File: src/rtl/st7735_stream.sv
// st7735_stream: LCD hardware-reset sequencer plus a FIFO-fed mode-0 SPI streamer for ST7735 panels.
// Define ST7735_DELAY_TOKEN_EN to treat wide command words as microsecond delay tokens.
//
// state    | meaning
// RST_LOW  | LCD RESET driven low for T cycles
// RST_WAIT | RESET released, wait T cycles before accepting words
// IDLE     | waiting for a word in the FIFO
// LOAD     | CS asserted, DC and first bit presented
// SHIFT    | clocking bits out, CLK_DIV cycles per LCD_CLK half-period
// GAP      | CS deasserted for CLK_DIV cycles after a burst
// DELAY    | CS high while a delay token counts down (token build only)
module st7735_stream #(
  parameter int CLK_FREQ_MHZ = 12,
  parameter int DELAY_US     = 120,
  parameter int CLK_DIV      = 2,
  parameter int FIFO_DEPTH   = 8
) (
  input  logic        SYSTEM_CLK,
  input  logic        SYSTEM_RST_N,
  input  logic        IN_VALID,
  output logic        IN_READY,
  input  logic [15:0] IN_DATA,
  input  logic        IN_DC,
  input  logic        IN_WIDE,
  output logic        BUSY,
  output logic        CS,
  output logic        MOSI,
  output logic        DC,
  output logic        LCD_CLK,
  output logic        RESET
);
  localparam int AW = $clog2(FIFO_DEPTH);
  localparam int DW = (CLK_DIV > 1) ? $clog2(CLK_DIV) : 1;
  localparam logic [31:0]   T_LAST   = 32'(CLK_FREQ_MHZ * DELAY_US - 1);
  localparam logic [DW-1:0] DIV_LAST = DW'(CLK_DIV - 1);

  typedef enum logic [2:0] {RST_LOW, RST_WAIT, IDLE, LOAD, SHIFT, GAP, DELAY} state_t;

  state_t        state, state_nxt;
  logic [31:0]   timer;
  logic [DW-1:0] div_cnt;
  logic [3:0]    bit_cnt, bit_last;
  logic          sclk, dc_q, wide_q;
  logic [15:0]   sr;

  // FIFO entry layout: {wide, dc, data}
  logic [17:0]   mem [FIFO_DEPTH];
  logic [AW-1:0] wr_ptr, rd_ptr;
  logic [AW:0]   count;
  logic [17:0]   head;
  logic          push, pop, fifo_empty, fifo_full, last_edge, head_token;
  logic [31:0]   delay_last;

  assign head       = mem[rd_ptr];
  assign fifo_empty = (count == '0);
  assign fifo_full  = (count == (AW+1)'(FIFO_DEPTH));
  assign push       = IN_VALID && IN_READY;
  assign bit_last   = wide_q ? 4'd15 : 4'd7;
  assign last_edge  = (state == SHIFT) && (div_cnt == '0) && sclk && (bit_cnt == bit_last);

`ifdef ST7735_DELAY_TOKEN_EN
  logic [31:0] delay_cycles;
  assign head_token   = head[17] & ~head[16];
  assign delay_cycles = 32'(head[15:0]) * 32'(CLK_FREQ_MHZ);
  // a zero-length token still spends one cycle in DELAY
  assign delay_last   = (delay_cycles == '0) ? '0 : delay_cycles - 32'd1;
`else
  assign head_token = 1'b0;
  assign delay_last = T_LAST;
`endif

  assign LCD_CLK = sclk;
  assign MOSI    = sr[15];
  assign DC      = dc_q;

  always_comb begin
    state_nxt = state;
    pop       = 1'b0;
    CS        = 1'b1;
    RESET     = 1'b1;
    IN_READY  = !fifo_full;
    BUSY      = !fifo_empty;
    case (state)
      RST_LOW: begin
        RESET    = 1'b0;
        IN_READY = 1'b0;
        BUSY     = 1'b1;
        if (timer == '0) state_nxt = RST_WAIT;
      end
      RST_WAIT: begin
        IN_READY = 1'b0;
        BUSY     = 1'b1;
        if (timer == '0) state_nxt = IDLE;
      end
      IDLE: begin
        if (!fifo_empty) begin
          pop       = 1'b1;
          state_nxt = head_token ? DELAY : LOAD;
        end
      end
      LOAD: begin
        CS        = 1'b0;
        BUSY      = 1'b1;
        state_nxt = SHIFT;
      end
      SHIFT: begin
        CS   = 1'b0;
        BUSY = 1'b1;
        if (last_edge) begin
          if (!fifo_empty) begin
            pop       = 1'b1;
            state_nxt = head_token ? DELAY : LOAD;
          end else begin
            state_nxt = GAP;
          end
        end
      end
      GAP: begin
        if (div_cnt == '0) state_nxt = IDLE;
      end
      DELAY: begin
        BUSY = 1'b1;
        if (timer == '0) state_nxt = IDLE;
      end
      default: state_nxt = RST_LOW;
    endcase
  end

  always_ff @(posedge SYSTEM_CLK) begin
    if (push) mem[wr_ptr] <= {IN_WIDE, IN_DC, IN_DATA};
  end

  always_ff @(posedge SYSTEM_CLK) begin
    if (!SYSTEM_RST_N) begin
      state   <= RST_LOW;
      timer   <= T_LAST;
      div_cnt <= DIV_LAST;
      bit_cnt <= '0;
      sclk    <= 1'b0;
      sr      <= '0;
      dc_q    <= 1'b0;
      wide_q  <= 1'b0;
      wr_ptr  <= '0;
      rd_ptr  <= '0;
      count   <= '0;
    end else begin
      state <= state_nxt;
      if (push) wr_ptr <= wr_ptr + AW'(1);
      if (pop)  rd_ptr <= rd_ptr + AW'(1);
      count <= count + (AW+1)'(push) - (AW+1)'(pop);
      case (state)
        RST_LOW, RST_WAIT, DELAY: timer <= (timer == '0) ? T_LAST : timer - 32'd1;
        SHIFT: begin
          if (div_cnt != '0) begin
            div_cnt <= div_cnt - DW'(1);
          end else begin
            div_cnt <= DIV_LAST;
            sclk    <= ~sclk;
            // MOSI advances only on the falling edge, and never past the last bit
            if (sclk && (bit_cnt != bit_last)) begin
              sr      <= {sr[14:0], 1'b0};
              bit_cnt <= bit_cnt + 4'd1;
            end
          end
        end
        GAP: div_cnt <= (div_cnt == '0) ? DIV_LAST : div_cnt - DW'(1);
        default: ;
      endcase
      if (pop) begin
        div_cnt <= DIV_LAST;
        bit_cnt <= '0;
        if (head_token) begin
          timer <= delay_last;
        end else begin
          sr     <= head[17] ? head[15:0] : {head[7:0], 8'h00};
          dc_q   <= head[16];
          wide_q <= head[17];
        end
      end
    end
  end
endmodule

File: config.mk
export PLATFORM = sky130hd
export DESIGN_NAME = st7735_stream
export DESIGN_NICKNAME = d
export VERILOG_FILES = /design/src/rtl/st7735_stream.sv
export SDC_FILE = /design/constraint.sdc
export NUM_CORES = 1
export LEC_CHECK = 0
export CAP_MARGIN = 30
export CORE_ASPECT_RATIO = 0.9
export CORE_UTILIZATION = 28
export CTS_BUF_LIST = sky130_fd_sc_hd__clkbuf_8
export CTS_CLUSTER_DIAMETER = 80
export CTS_CLUSTER_SIZE = 20
export DETAILED_ROUTE_END_ITERATION = 6
export PLACE_DENSITY_LB_ADDON = 0.15
export SLEW_MARGIN = 20
export SYNTH_ARGS = -nofsm -noshare
export SYNTH_HDL_FRONTEND = slang
export SYNTH_SLANG_ARGS = --single-unit
File: constraint.sdc
create_clock -name SYSTEM_CLK -period 3.26 [get_ports SYSTEM_CLK]
set_input_delay 0.652 -clock SYSTEM_CLK [delete_from_list [all_inputs] [get_ports SYSTEM_CLK]]
set_output_delay 0.652 -clock SYSTEM_CLK [all_outputs]
set_load 0.01 [all_outputs]
## Word level (Yosys, flattened, before mapping)

Memories as Yosys holds them, arrays and structs flattened. A register that Yosys moved wholly into a read port is not among the register bits.
Index checks and enable logic that the tools add are counted.

| operators by class | value |
|---|---|
| add/subtract/negate cells | 7 |
| bitwise logic cells | 3 |
| reduce and logical (&&, ||, !) cells | 23 |
| equal/unequal tests | 15 |
| muxes and demuxes | 26 |

Operators with widths:

| kind | number |
|---|---|
| two-way mux 16 bit | 5 |
| zero test 32 bit | 1 |
| two-way mux 32 bit | 1 |
| subtractor 32 x 1 -> 32 bit, second input constant | 1 |
| two-way mux 3 bit | 8 |
| one-hot mux 3 bit (6 select lines) | 1 |
| OR reduction 2 bit | 5 |
| == test 3 bit, second input constant | 3 |
| two-way mux 1 bit | 9 |
| != test 2 bit, second input constant | 4 |
| adder 3 x 1 -> 3 bit, second input constant | 2 |
| == test 3 x 2 -> 1 bit, second input constant | 2 |
| AND reduction 3 bit | 2 |
| logical AND 1 bit | 5 |
| AND reduction 5 bit | 1 |
| OR reduction 5 bit | 1 |
| adder 4 x 1 -> 4 bit | 1 |
| adder 4 x 1 -> 4 bit, second input constant | 1 |
| == test 4 bit | 1 |
| == test 4 bit, second input constant | 1 |
| zero test 4 bit | 1 |
| two-way mux 4 bit | 1 |
| != test 2 x 1 -> 1 bit, second input constant | 2 |
| != test 4 bit | 1 |
| 10 further kinds | 14 |

| storage, ports and cells | value |
|---|---|
| input port bits | 21 |
| RAM bits | 144 |
| output and inout port bits | 7 |
| register bits after elaboration | 69 |
| logic and storage cells | 86 |
| memories kept | 1 |

Memory list:

| memory | depth | width | read ports | clocked after Yosys merged registers in | write ports | line | source |
|---|---|---|---|---|---|---|---|
| mem | 8 | 18 | 1 | 1 | 1 | 47 | `logic [17:0] mem [FIFO_DEPTH];` |

## Depth between registers and ports, before layout

| depth | value |
|---|---|
| depth in word-level cells | 8 |
| depth in mapped cells | 13 |

## Least setup slack after synthesis

OpenSTA, ideal clock, no wires.

| timing path | value |
|---|---|
| path type | reg-to-reg |
| start | register state[1] |
| end | memory mem[0][0], enable pin |
| path buffers | 1 |
| stages on the path, launching flop included | 7 |
| period minus slack after synthesis | 3.234 ns |
| library setup time | 0.416 ns |
| arrival time | 2.819 ns |
| path slack | 0.026 ns |
| cells stage by stage | dfxtp_1 clkbuf_1 nor2_1 a21oi_1 nand2_1 or2_2 nor3_1 |

| between the ends | value |
|---|---|
| longest elaborated chain between the ends | 6 |
| elaborated cells on any way between the ends | 7 |
| classes of those cells | eq/ne (1); mux (3); reduce/logical (3) |

RTL lines:

| item | line | source |
|---|---|---|
| start: declaration | 39 | `state_t state, state_nxt;` |
| start signal: assignment | 147 | `state <= state_nxt;` |
| == test 3 x 1 -> 1 bit or zero test 3 bit (tied branches) | 83 | `case (state)` |
| OR reduction 2 bit (no line) * | -- |  |
| two-way mux 1 bit * | 83 |  |
| named net IN_READY | 21 | `output logic IN_READY,` |
| logical AND 1 bit * | 57 | `assign push = IN_VALID && IN_READY;` |
| two-way mux 1 bit * | 130 | `if (push) mem[wr_ptr] <= {IN_WIDE, IN_DC, IN_DATA};` |
| two-way mux 1 bit (not written as such) * | 130 |  |
| end: declaration | 47 |  |

Mark *: on every way through the listed nets, which the timed path passes. The rest lies on a longest branch.

## Final worst setup path

| timing path | value |
|---|---|
| start | register state[0] |
| end | output CS |

| between the ends | value |
|---|---|
| longest elaborated chain between the ends | 3 |
| elaborated cells on any way between the ends | 4 |
| classes of those cells | eq/ne (2); mux (1); reduce/logical (1) |

RTL lines:

| item | line | source |
|---|---|---|
| == test 3 bit or == test 3 x 2 -> 1 bit (tied branches) | 83 |  |
| OR reduction 2 bit (no line) * | -- |  |
| two-way mux 1 bit * | 83 |  |
| end: declaration | 26 | `output logic CS,` |

Mark *: on every way between the ends. The rest lies on a longest branch, timed or not.

==> impl_metrics.yaml <==
setup_path:
  crit_path_start_kind: "register"
  crit_buf_inv: 1
  reg2reg_depth: 11
  crit_cells: 3
  crit_path_max_incr_delay_ns: 0.52
  crit_end: "CS"
  crit_path_max_fanout: 13
  rrSetupSlack_ns: 0.55
  crit_start: "state[0]$_SDFFE_PN0P_"
  cp_cell_sequence: "or3b_1 -> a21boi_0 -> clkdlybuf4s50_1"
  criticalPathCategory: "register to output pin"
  cpMaxStageDelayCell: "or3b_1"
  rr_startpoint: "state[0]$_SDFFE_PN0P_"
  r2r-end: "count[2]$_SDFF_PN0_"
  cp_top_family: "simple AND/OR/NAND/NOR gates"
  worstSetupEndpointType: "output pin"
  crit_required_ns: 2.61
  arrival_ns: 2.14
sta:
  drv_slew: 0
  hold_viol: 0
  fin_crit_sh_pct: 85.73
  rsz0062_at_grt: "no"
  clock_skew_ns: 0.02981
  tightestPinTransition_ns: 0.7257
  finalWorstSetupSlack_ns: 0.4651
  min_period_ns: 2.795
  fmax_mhz: 357.8
  setup_tns_ns: 0
  whs_ns: 0.4953
  relSlewSlack_pct: 51.62
  setup_viol: 0
logic_synthesis:
  synth_cells: 634
  synth_edf_count: 144
  ys_ff_latch: 216
  yosysSeqAreaShare_pct: 64.79
  synth_cell_types: 50
  syn-num-nets: 667
  synth_top_family_by_area: "multiplexers"
  synth-simple-area-share_pct: 10.98
  synth.avg_cell_area_sq_um: 14.04
  async_flop_share_pct: 0
  synth_mux_area_share_pct: 12.15
  synthXorXnorAreaFrac_pct: 3.642
  synth_warnings: 0
  syn-cell-area_sq_um: 8899
  synth-compound-area-share_pct: 4.471
  synthAdderAreaFrac_pct: 1.772
  synth_top_flop_cell: "edfxtp_1"
route:
  drc: 0
  top_layer: "met4"
  met2_length_mm: 8.759
  vias: 5080
  wirelength_mm: 18.76
  wl_met1_mm: 9.159
  drtIter0Drc: 234
  wl_met3_um: 564
  via_per_inst: 4.665
  routedWlPerCell_um: 17.22
  drt-pass1-iter-count: 6
  detail-route-antenna-nets: 0
placed_design:
  globalplace.congestion: 0.6929
  place_area_sq_um: 9779
  hpwl_mm: 12.07
  place_worst_setup_slack_ns: 0.5676
  dpl.cell_count: 1064
  numPortBuffers: 27
cells_and_area:
  final_nets: 705
  drive_gt1_share_pct: 16.91
  multiInputGateArea_sq_um: 2967
  final_cell_mix: "144 x edfxtp_1, 71 x dfxtp_1, 49 x nand2_1"
  fill_cells: 3026
  final_common_cell: "edfxtp_1"
  design_area_sq_um: 10090
  synthToLayoutAreaGrowth_pct: 13.36
  instances_no_fill: 1089
  regArea_sq_um: 5767
  antenna_cells: 0
global_route:
  antenna_found_initial: 0
  grt_pass1_vias: 5160
  grt_max_degree: 28
  grt_pass1_wl_mm: 29.81
  globalRouteOverflowTotal: 0
  grt_usage_pct: 11.90
floorplanning:
  pin_count: 28
  die_area_sq_um: 32500
  rows: 61
  dieWidth_um: 189.9
  chipHeight_um: 171.1
  core_area_sq_um: 31060
  start_util_pct: 28.65
power_and_ir_drop:
  p_leak_uw: 0.003320
  power_density_nw_per_um2: 441.9
  peakVddDrop_mv: 0.3022
clocking:
  cts-hold-fix-buffers: 0
  cts_root_buffer: "clkbuf_8"
  clock_latency_ns: 0.52
  cts_tree: "built"
  cts_buffers: 15
  cts_setup_buffers: 0
  h-tree-depth: 1
  cts.sinks: 216
  path_clk_slew_ns: 0.13
  cts-resized-gates: 0
  cts.path.max_buffers: 3
run:
  maxCapViolCount: 0
run_status:
  status: "finished, final reports clean"
min_path:
  hp-class: "register to register"
  hp-start: "sr[0]$_SDFFE_PN0P_"
==> worst register-to-register path, delay by kind of cell (launching register included) <==
family,cells,cell delay (ns)
flip-flops,1,0.44
XOR/XNOR,1,0.18
AO/OA/AOI/OAI,1,0.15
adder cells (fa/ha/maj),3,0.74
AND/OR/NAND/NOR,3,0.91
buffers and inverters,3,0.19
==> Yosys cell counts, drive strengths merged, types with 2 or more instances <==
master / number / area, sq um
o21ai: 32 / 160.1
and3: 8 / 50.05
nand3: 8 / 40.04
edfxtp: 144 / 4324
mux2: 8 / 90.09
nand4b: 2 / 17.52
dfxtp: 72 / 1441
clkbuf: 24 / 90.09
xor2: 8 / 70.07
or3: 8 / 52.55
o2111ai: 2 / 17.52
a21o: 2 / 22.52
xnor2: 29 / 254.0
nor3: 14 / 81.33
or2: 5 / 31.28
mux2i: 18 / 180.2
inv: 13 / 48.79
nand3b: 2 / 15.01
buf: 8 / 52.55
a211oi: 6 / 45.04
or4: 4 / 33.78
ha: 11 / 137.6
a21oi: 21 / 105.1
and2: 3 / 18.77
nor2: 52 / 195.2
nand2b: 12 / 75.07
nor4: 19 / 118.9
or3b: 2 / 17.52
mux4: 36 / 810.8
nand2: 49 / 183.9
==> cell families (layout without fill, tap and decap cells) <==
logic type	after synthesis	in the layout
compound gates	69	69
flops	216	216
fa+ha+maj	12	12
buf+inv	46	92
xor+xnor	37	37
mux	62	62
simple gates	192	192
==> flip-flops by register name (all words and copies together) (netlist names), 3 cells and up, named ones only <==
| name | flops |
|---|---|
| state | 3 |
| mem | 144 |
| timer | 32 |
| wr_ptr | 3 |
| sr | 16 |
| bit_cnt | 4 |
| count | 4 |
| rd_ptr | 3 |
==> through the flow <==
step,utilization [%],power (uW)
after floorplan,-,3003
after global placement,31.45,3052
after detailed placement,31.48,3056
after CTS,32.47,4533
after global routing,32.47,4621
final,32.47,4458
==> layout make-up <==
class	instances	share of cell area, %
flip-flops and latches	216	57.17
clock inverters	9	0.8683
inverters	14	0.5210
clock buffers	16	2.183
multi-input cells	372	29.41
well taps	409	5.073
repair buffers	53	4.775
==> per-layer routing <==
| layer | global-route usage [%] | up-vias |
|---|---|---|
| met3 | 1.846 | 17 |
| met5 | 0 | - |
| li1 | - | 2426 |
| met1 | 16.59 | 2576 |
| met2 | 19.49 | 61 |
| met4 | 2.454 | 0 |
==> power by group <==
group	internal, uW	switching (uW)	leakage, uW
registers	2920	2.95	0.00187
logic	29.1	44.4	0.00127
clock network	589	877	0.000172
total	3530	924	0.00332
==> worst min path at each step <==
stage,to,cells past startpoint
finish,sr[0]$_SDFFE_PN0P_,2
global route,sr[0]$_SDFFE_PN0P_,2
CTS,sr[0]$_SDFFE_PN0P_,2
detailed placement,sr[0]$_SDFFE_PN0P_,2
global placement,register,2
floorplan,sr[0]$_SDFFE_PN0P_,2
Power figures use the tool's default switching activity.
